## config.mk

```make
export PLATFORM = sky130hd
export DESIGN_NAME = mem_port_arbiter_flat
export DESIGN_NICKNAME = d
export VERILOG_FILES = /design/src/rtl/mem_port_arbiter_if.sv /design/src/rtl/mem_port_arbiter.sv /design/src/flat_wrapper.sv
export SDC_FILE = /design/constraint.sdc
export NUM_CORES = 1
export LEC_CHECK = 0
export BUFFER_PORTS_ARGS = -buffer_cell sky130_fd_sc_hd__buf_2
export CAP_MARGIN = 0
export CORE_AREA = 2 2 204 206
export DETAILED_ROUTE_END_ITERATION = 10
export DIE_AREA = 0 0 206 208
export SLEW_MARGIN = 25
export SYNTH_ARGS = -nofsm -noshare
export SYNTH_HDL_FRONTEND = slang
export SYNTH_SLANG_ARGS = --single-unit
```

## constraint.sdc

```tcl
create_clock -name clk -period 2.2 [get_ports clk]
set_input_delay 0.44 -clock clk [delete_from_list [all_inputs] [get_ports clk]]
set_output_delay 0.44 -clock clk [all_outputs]
set_load 0.01 [all_outputs]
```

## src/rtl/mem_port_arbiter_if.sv

```systemverilog
// Request/grant and memory-port bundle between the per-port controllers,
// the shared-buffer arbiter and the SRAM wrapper.
interface mem_port_arbiter_if #(
  parameter int N      = 4,
  parameter int ADDR_W = 10,
  parameter int DATA_W = 64,
  parameter int IDX_W  = $clog2(N)
);
  logic [N-1:0]        req_i;
  logic [N-1:0]        we_i;
  logic [N*ADDR_W-1:0] addr_i;
  logic [N*DATA_W-1:0] wdata_i;
  logic [N-1:0]        gnt_o;
  logic                mem_req_o;
  logic                mem_we_o;
  logic [ADDR_W-1:0]   mem_addr_o;
  logic [DATA_W-1:0]   mem_wdata_o;
  logic                mem_rvalid_i;
  logic [DATA_W-1:0]   mem_rdata_i;
  logic [N-1:0]        rvalid_o;
  logic [DATA_W-1:0]   rdata_o;
  logic [IDX_W-1:0]    gnt_idx_o;
  logic                rsp_err_o;

  modport slave (
    input  req_i, we_i, addr_i, wdata_i, mem_rvalid_i, mem_rdata_i,
    output gnt_o, mem_req_o, mem_we_o, mem_addr_o, mem_wdata_o,
           rvalid_o, rdata_o, gnt_idx_o, rsp_err_o
  );

  modport master (
    output req_i, we_i, addr_i, wdata_i, mem_rvalid_i, mem_rdata_i,
    input  gnt_o, mem_req_o, mem_we_o, mem_addr_o, mem_wdata_o,
           rvalid_o, rdata_o, gnt_idx_o, rsp_err_o
  );
endinterface

```

## src/rtl/mem_port_arbiter.sv

```systemverilog
// N-to-1 arbiter for the single-ported shared packet buffer: round robin or
// fixed TDM slots, with a tag pipeline steering read data back to its port.
module mem_port_arbiter #(
  parameter int N      = 4,
  parameter int ADDR_W = 10,
  parameter int DATA_W = 64,
  parameter int RD_LAT = 1,
  parameter int TDM    = 0,
  parameter int IDX_W  = $clog2(N)
) (
  input  logic              clk,
  input  logic              rst_n,
  mem_port_arbiter_if.slave bus
);

  localparam int               CW   = IDX_W + 1;
  localparam logic [IDX_W-1:0] LAST = IDX_W'(N - 1);

  logic [IDX_W-1:0]  ptr_q, ptr_d;
  logic [IDX_W-1:0]  slot_q, slot_d;
  logic [IDX_W-1:0]  win_idx;
  logic              win_vld;
  logic              rd_issue;
  logic [CW-1:0]     cand;
  logic [RD_LAT-1:0] tag_vld_q;
  logic [IDX_W-1:0]  tag_idx_q [RD_LAT];
  logic              err_q, err_d;
  logic              last_vld;
  logic [IDX_W-1:0]  last_idx;

  // Scan from the highest offset down so the closest requester to ptr wins;
  // the wrap is an explicit subtract so non-power-of-two N never indexes N.
  always_comb begin
    win_vld = 1'b0;
    win_idx = '0;
    cand    = '0;
    if (TDM != 0) begin
      win_vld = bus.req_i[slot_q];
      win_idx = win_vld ? slot_q : '0;
    end else begin
      for (int k = N - 1; k >= 0; k--) begin
        cand = {1'b0, ptr_q} + CW'(k);
        if (cand >= CW'(N)) cand = cand - CW'(N);
        if (bus.req_i[cand[IDX_W-1:0]]) begin
          win_vld = 1'b1;
          win_idx = cand[IDX_W-1:0];
        end
      end
    end
  end

  always_comb begin
    ptr_d = ptr_q;
    if (win_vld) ptr_d = (win_idx == LAST) ? '0 : win_idx + 1'b1;
    slot_d = (slot_q == LAST) ? '0 : slot_q + 1'b1;
  end

  generate
    for (genvar gi = 0; gi < N; gi++) begin : g_port
      assign bus.gnt_o[gi]    = win_vld && (win_idx == IDX_W'(gi));
      assign bus.rvalid_o[gi] = bus.mem_rvalid_i && last_vld && (last_idx == IDX_W'(gi));
    end
  endgenerate

  assign rd_issue        = win_vld & ~bus.we_i[win_idx];
  assign bus.mem_req_o   = win_vld;
  assign bus.mem_we_o    = win_vld & bus.we_i[win_idx];
  assign bus.mem_addr_o  = win_vld ? bus.addr_i[win_idx*ADDR_W +: ADDR_W] : '0;
  assign bus.mem_wdata_o = win_vld ? bus.wdata_i[win_idx*DATA_W +: DATA_W] : '0;
  assign bus.gnt_idx_o   = win_idx;

  assign last_vld      = tag_vld_q[RD_LAT-1];
  assign last_idx      = tag_idx_q[RD_LAT-1];
  assign bus.rdata_o   = bus.mem_rdata_i;
  assign bus.rsp_err_o = err_q;

  // Data without a tag, or a tag without data, is a protocol error.
  assign err_d = bus.mem_rvalid_i ^ last_vld;

  always_ff @(posedge clk or negedge rst_n) begin
    if (!rst_n) begin
      ptr_q     <= '0;
      slot_q    <= '0;
      err_q     <= 1'b0;
      tag_vld_q <= '0;
      for (int i = 0; i < RD_LAT; i++) tag_idx_q[i] <= '0;
    end else begin
      ptr_q        <= ptr_d;
      slot_q       <= slot_d;
      err_q        <= err_d;
      tag_vld_q[0] <= rd_issue;
      tag_idx_q[0] <= rd_issue ? win_idx : '0;
      for (int i = 1; i < RD_LAT; i++) begin
        tag_vld_q[i] <= tag_vld_q[i-1];
        tag_idx_q[i] <= tag_idx_q[i-1];
      end
    end
  end

endmodule

```

## src/flat_wrapper.sv

```systemverilog
// flat-port wrapper written by rule: the top's interface ports become plain ports
module mem_port_arbiter_flat 
#(
  parameter int N      = 4,
  parameter int ADDR_W = 10,
  parameter int DATA_W = 64,
  parameter int RD_LAT = 1,
  parameter int TDM    = 0,
  parameter int IDX_W  = $clog2(N)
)
  (clk, rst_n, bus_req_i, bus_we_i, bus_addr_i, bus_wdata_i, bus_mem_rvalid_i, bus_mem_rdata_i, bus_gnt_o, bus_mem_req_o, bus_mem_we_o, bus_mem_addr_o, bus_mem_wdata_o, bus_rvalid_o, bus_rdata_o, bus_gnt_idx_o, bus_rsp_err_o);
  mem_port_arbiter_if #(.N(N), .ADDR_W(ADDR_W), .DATA_W(DATA_W), .IDX_W(IDX_W)) bus_i ();
  input  logic clk;
  input  logic rst_n;
  input wire logic [$bits(bus_i.req_i)-1:0] bus_req_i;
  input wire logic [$bits(bus_i.we_i)-1:0] bus_we_i;
  input wire logic [$bits(bus_i.addr_i)-1:0] bus_addr_i;
  input wire logic [$bits(bus_i.wdata_i)-1:0] bus_wdata_i;
  input wire logic [$bits(bus_i.mem_rvalid_i)-1:0] bus_mem_rvalid_i;
  input wire logic [$bits(bus_i.mem_rdata_i)-1:0] bus_mem_rdata_i;
  output wire logic [$bits(bus_i.gnt_o)-1:0] bus_gnt_o;
  output wire logic [$bits(bus_i.mem_req_o)-1:0] bus_mem_req_o;
  output wire logic [$bits(bus_i.mem_we_o)-1:0] bus_mem_we_o;
  output wire logic [$bits(bus_i.mem_addr_o)-1:0] bus_mem_addr_o;
  output wire logic [$bits(bus_i.mem_wdata_o)-1:0] bus_mem_wdata_o;
  output wire logic [$bits(bus_i.rvalid_o)-1:0] bus_rvalid_o;
  output wire logic [$bits(bus_i.rdata_o)-1:0] bus_rdata_o;
  output wire logic [$bits(bus_i.gnt_idx_o)-1:0] bus_gnt_idx_o;
  output wire logic [$bits(bus_i.rsp_err_o)-1:0] bus_rsp_err_o;
  assign bus_i.req_i = bus_req_i;
  assign bus_i.we_i = bus_we_i;
  assign bus_i.addr_i = bus_addr_i;
  assign bus_i.wdata_i = bus_wdata_i;
  assign bus_i.mem_rvalid_i = bus_mem_rvalid_i;
  assign bus_i.mem_rdata_i = bus_mem_rdata_i;
  assign bus_gnt_o = bus_i.gnt_o;
  assign bus_mem_req_o = bus_i.mem_req_o;
  assign bus_mem_we_o = bus_i.mem_we_o;
  assign bus_mem_addr_o = bus_i.mem_addr_o;
  assign bus_mem_wdata_o = bus_i.mem_wdata_o;
  assign bus_rvalid_o = bus_i.rvalid_o;
  assign bus_rdata_o = bus_i.rdata_o;
  assign bus_gnt_idx_o = bus_i.gnt_idx_o;
  assign bus_rsp_err_o = bus_i.rsp_err_o;
  mem_port_arbiter #(.N(N), .ADDR_W(ADDR_W), .DATA_W(DATA_W), .RD_LAT(RD_LAT), .TDM(TDM), .IDX_W(IDX_W)) u_core (.clk(clk), .rst_n(rst_n), .bus(bus_i));
endmodule
```

# Yosys cells after proc, flatten, opt, wreduce, memory -nomap -nowiden
# Index checks and enable logic that the tools add are counted.
[word_totals]
romBits = 0
register_bits = 6
mem_count = 0
ramBits = 0
out_inout_bits = 151
latchBits = 0
[classes]
n_addsub = 8
magnitude_cmp = 9
n_reduce_logical = 11
n_bitwise = 4
muxes = 26
eq_ne = 6
shifts = 2
mul = 1
n_div = 0
[op_table]
columns = ["cell", "count"]
rows = [
  ["indexed part select 256 x 9 -> 64 bit", 1],
  ["two-way mux 64 bit", 1],
  ["indexed part select 40 x 7 -> 10 bit", 1],
  ["two-way mux 2 bit", 10],
  ["less-than comparator 2 x 3 -> 1 bit (second input constant)", 5],
  ["binary-select mux 1 bit (select 2 bit)", 5],
  ["two-way mux 10 bit", 1],
  [">= comparator 3 bit (second input constant)", 3],
  ["logical AND 1 bit", 9],
  ["two-way mux 1 bit", 9],
  ["== test 2 bit (second input constant)", 4],
  ["subtractor 2 x 1 -> 2 bit (second input constant)", 4],
  ["adder 2 x 2 -> 3 bit (second input constant)", 2],
  ["multiplier 2 x 3 -> 5 bit (second input constant)", 1],
  ["== test 2 x 1 -> 1 bit (second input constant)", 2],
  ["zero test 2 bit", 2],
  ["adder 2 x 1 -> 3 bit (second input constant)", 1],
  [">= comparator 2 x 3 -> 1 bit (second input constant)", 1],
  ["adder 2 x 1 -> 2 bit (second input constant)", 1],
  ["bitwise AND 1 bit", 2],
  ["inverter 1 bit", 1],
  ["bitwise XOR 1 bit", 1],
]

# Longest topological paths before layout
[logic_depth]
ltp_word = 14
ltp_mapped = 10
ltp_nobuf = 6

# Worst setup path before layout
# OpenSTA, ideal clock, no wires.
[synth_path]
path_kind = "flip-flop to output port"
from = "register u_core.ptr_q[1]"
to = "output bus_gnt_o[0]"
t_required_ns = 1.760
setup_slack_ns = -0.027
stages_incl_launch_ff = 8
arrival_time_ns = 1.787
n_path_buf = 2
cell_sequence = "dfrtp_1 > buf_6 > o211a_1 > nor3_2 > inv_2 > clkbuf_1 > ha_1 > and2_1"
[synth_via]
elab_chain_cells = 11
word_cells_on_any_way = 33
[synth_rtl]
columns = ["element", "line_no", "source"]
rows = [
  ["start, declared", "mem_port_arbiter.sv:19", "logic [IDX_W-1:0] ptr_q, ptr_d;"],
  ["start signal, assigned", "mem_port_arbiter.sv:88", "ptr_q <= ptr_d;"],
  ["adder 2 x 2 -> 3 bit", "mem_port_arbiter.sv:42", "cand = {1'b0, ptr_q} + CW'(k);"],
  [">= comparator 3 bit or subtractor 2 x 1 -> 2 bit (tied branches)", "mem_port_arbiter.sv:43", "if (cand >= CW'(N)) cand = cand - CW'(N);"],
  ["two-way mux 2 bit", "mem_port_arbiter.sv:43", ""],
  ["binary-select mux 1 bit (select 2 bit)", "mem_port_arbiter.sv:44", "if (bus.req_i[cand[IDX_W-1:0]]) begin"],
  ["two-way mux 1 bit (implied by the code)", "mem_port_arbiter.sv:44", ""],
  ["two-way mux 2 bit (3 in series)", "mem_port_arbiter.sv:44", ""],
  ["two-way mux 2 bit (*)", "mem_port_arbiter.sv:44", ""],
  ["via bus_gnt_idx_o[0]", "flat_wrapper.sv:28", "output wire logic [$bits(bus_i.gnt_idx_o)-1:0] bus_gnt_idx_o;"],
  ["zero test 2 bit (*)", "mem_port_arbiter.sv:60", "assign bus.gnt_o[gi] = win_vld && (win_idx == IDX_W'(gi));"],
  ["logical AND 1 bit (*)", "mem_port_arbiter.sv:60", ""],
  ["end, declared", "flat_wrapper.sv:21", "output wire logic [$bits(bus_i.gnt_o)-1:0] bus_gnt_o;"],
]
# The timed path passes the listed nets; every way through them passes the cells marked *. The select of a mux whose other input is x is not followed.

# Worst setup path after layout
[layout_path]
from = "register u_core.ptr_q[1]"
to = "output bus_mem_wdata_o[57]"
[layout_via]
elab_chain_cells = 11
word_cells_on_any_way = 33
[layout_rtl]
columns = ["element", "line_no", "source"]
rows = [
  ["adder 2 x 2 -> 3 bit", "mem_port_arbiter.sv:42", ""],
  [">= comparator 3 bit or subtractor 2 x 1 -> 2 bit (tied branches)", "mem_port_arbiter.sv:43", ""],
  ["two-way mux 2 bit", "mem_port_arbiter.sv:43", ""],
  ["binary-select mux 1 bit (select 2 bit)", "mem_port_arbiter.sv:44", ""],
  ["two-way mux 1 bit (implied by the code)", "mem_port_arbiter.sv:44", ""],
  ["two-way mux 2 bit (4 in series)", "mem_port_arbiter.sv:44", ""],
  ["indexed part select 256 x 9 -> 64 bit", "mem_port_arbiter.sv:69", "assign bus.mem_wdata_o = win_vld ? bus.wdata_i[win_idx*DATA_W +: DATA_W] : '0;"],
  ["two-way mux 64 bit (*)", "mem_port_arbiter.sv:69", ""],
  ["end, declared", "flat_wrapper.sv:25", "output wire logic [$bits(bus_i.mem_wdata_o)-1:0] bus_mem_wdata_o;"],
]
# Every way passes the cells marked *; elsewhere a longest branch is shown, timed or not. The select of a mux whose other input is x is not followed.

==> impl_metrics.json <==
{
  "place_congestion": 0.814,
  "drv_slew": 0,
  "comb_power_share": 0.915,
  "synth-edff-count": 0,
  "grt_overflow": 0,
  "cts_buffers": 3,
  "wire_per_inst_um": 14.0,
  "syn2layout_area_growth_pct": 97.2,
  "vias_per_cell": 3.49,
  "hpwl_um": 14400,
  "finClkSkew_ps": 0.677,
  "yosys_register_bits": 6,
  "cts_num_sinks": 6,
  "violations": "negative setup slack",
  "synth_fa_ha_area_frac": 0.0198,
  "clockBufferDepth": 2,
  "yosysWarnings": 0,
  "io_buffer_count": 393,
  "final_cell_mix": "buf_2 (392), mux2i_1 (128), o22ai_1 (73)",
  "period_needed_ps": 2430,
  "synth-simple-area-share": 0.0383,
  "grtUsageTotal": 0.0715,
  "clk_pin_slew_ps": 30,
  "drtPass1Iterations": 4,
  "hold_viol": 0,
  "synth_top_area_frac": 0.477,
  "status": "complete, but fails checks",
  "switching_share": 0.450,
  "cp.arrival_ps": 1990,
  "worstSetupStartpointType": "flip-flop",
  "drv_cap": 0,
  "stdcell_area_mm2": 0.00624,
  "synthMuxAreaShare": 0.482,
  "power.leakage_uw": 0.00324,
  "initial_utilization": 0.0781,
  "grt_pass1_wl_um": 23400,
  "cp.required_ps": 1760,
  "die-area_mm2": 0.0428,
  "cts_max_level": 1,
  "antenna_found_initial": 4,
  "synth_area_per_cell_um2": 8.42,
  "pin_count": 522,
  "drc": 0,
  "ys_seq_area_frac": 0.0474,
  "drive_gt1_frac": 0.681,
  "powerDensity_mw_per_mm2": 899,
  "finalNonFillerCells": 1276,
  "postRouteAntennaNets": 0,
  "rsz0062_at_grt": "true",
  "clkPwrFrac": 0.051,
  "tns_ps": -13670,
  "ir_worst_vdd_mv": 0.399,
  "p_int_uw": 3080,
  "grt_max_degree": 43,
  "syn_area_mm2": 0.00317,
  "synth_top_family_by_area": "multiplexers",
  "place_area_mm2": 0.00562,
  "switchingPower_uw": 2530,
  "synth_area_leaders": "mux2i_1 (48%), buf_4 (17%), o22ai_1 (15%), dfrtp_1 (4.7%), buf_6 (3.6%)",
  "worstSetupPathType": "flip-flop to primary output",
  "slew_headroom": 0.776,
  "yosys.area.top_type": "mux2i_1",
  "crit_fanout": 7,
  "die_y_um": 208,
  "placed_cells": 1256,
  "dieWidth_um": 206,
  "synth_compound_area_frac": 0.177,
  "grt_pass1_vias": 4302,
  "syn_inst": 376,
  "routed_wl_um": 17900,
  "root_buffer": "clkbuf_16",
  "synthXorXnorAreaFrac": 0,
  "synthArstFlopShare": 1.00,
  "setup_ws_ps": -235,
  "rows": 74,
  "finalPower_uw": 5610,
  "fmax_ghz": 0.411,
  "nets": 1121,
  "min_period_over_period": 1.11,
  "finalSetupViolCount": 79,
  "vias": 4449,
  "syn-num-nets": 752,
  "drtIter0Drc": 116,
  "worst_slew_pin_slew_ps": 332,
  "final.fill_count": 4594,
  "layout_commonest_cell": "buf_2",
  "hold_path_class": "input port to asynchronous set/reset pin",
  "tritoncts": "done",
  "worstRegToRegCells": 8,
  "endpoint_kind": "primary output",
  "yosysUniqueCellTypes": 25,
  "core_area_mm2": 0.0406,
  "pwr-share-seq": 0.034,
  "ys.flop_type": "dfrtp_1",
  "insertion_delay_ps": 220
}
## worst max-delay path, cell delays in order, from the launching register on
cell	delay, ps
dfrtp_1	410
a21oi_2	150
o21ai_2	60
o2bb2a_4	270
buf_12	170
buf_4	180
mux2i_4	260
o22ai_4	90
buf_2	140
## synthesized netlist by cell type, types with 2 or more instances
cell	count
a21oi_1	3
a21oi_2	2
and2_1	5
and3_1	2
buf_2	6
buf_4	71
buf_6	10
clkbuf_1	11
dfrtp_1	6
ha_1	5
inv_1	6
mux2i_1	151
nand2_1	8
nor2_1	2
nor3b_1	2
o22ai_1	77
## sequential cells by signal (all words and copies together), names as in the netlist
name / cells
u_core.bus.rsp_err_o: 1
u_core.last_idx: 2
u_core.last_vld: 1
u_core.ptr_q: 2
## final cells by class
class / count / area (um2) / area share
Tap cell: 532 / 666 / 0.107
Antenna cell: 1 / 2.50 / 0.000401
Inverter: 7 / 28.8 / 0.00461
Timing Repair Buffer: 462 / 2860 / 0.457
Sequential cell: 6 / 150 / 0.0241
Clock buffer: 3 / 75.1 / 0.0120
Multi-Input combinational cell: 265 / 2460 / 0.395
## per-layer routing
metal  vias to the layer above  part of all wire  GRT usage  wire [um]
met4                         6             0.033     0.0264        586
li1                       2095                 -          -          -
met3                        50             0.083     0.0113       1490
met1                      2008              0.36     0.0714       6420
met5                         -            0.0025          0         44
met2                       290              0.52      0.145       9360
## path summary, 6_finish.rpt
| path | startpoint | to | slack, ps |
|---|---|---|---|
| max | u_core.ptr_q[1] | bus_mem_wdata_o[57] | -230 |
| min | rst_n | u_core.last_vld | 30 |
| max reg2reg | u_core.ptr_q[1] | u_core.last_vld | 350 |
| min reg2reg | u_core.last_vld | u_core.bus.rsp_err_o | 470 |
| max in group asynchronous | rst_n | u_core.last_idx[0] | 2020 |
| min in group clk | bus_mem_rvalid_i | u_core.bus.rsp_err_o | 450 |
## per-stage QoR
step | hold slack [ps] | utilization | setup slack (ps)
detailed placement | 273 | 0.139 | -336
global placement | 271 | 0.139 | -325
floorplan | 144 | - | 83.6
CTS | 38.7 | 0.149 | -252
finish | 33.9 | 0.154 | -235
global route | 42.4 | 0.154 | -317
## repair_timing
item,CTS,global route
hold buffers,0,0
buffers inserted,8,3
pin swaps,15,12
gates resized for setup,42,30
setup endpoints to repair,79,79
cloned,4,2
## cell families after synthesis
| kind of cell | count (synthesis) |
|---|---|
| DFF | 6 |
| muxes | 152 |
| and+or+nand+nor | 22 |
| AOI/OAI and AO/OA | 86 |
| buffers and inverters | 105 |
| adders and majority gates | 5 |
## power groups by stage
stage | clock network, uW | logic (uW) | registers, uW
final | 287 | 5130 | 188
after CTS | 292 | 4910 | 192
after global routing | 299 | 5480 | 194
after global placement | 0 | 4280 | 190
after detailed placement | 0 | 4360 | 191
after floorplan | 0 | 2680 | 184
Note: power is estimated with default switching activity, not from simulation.
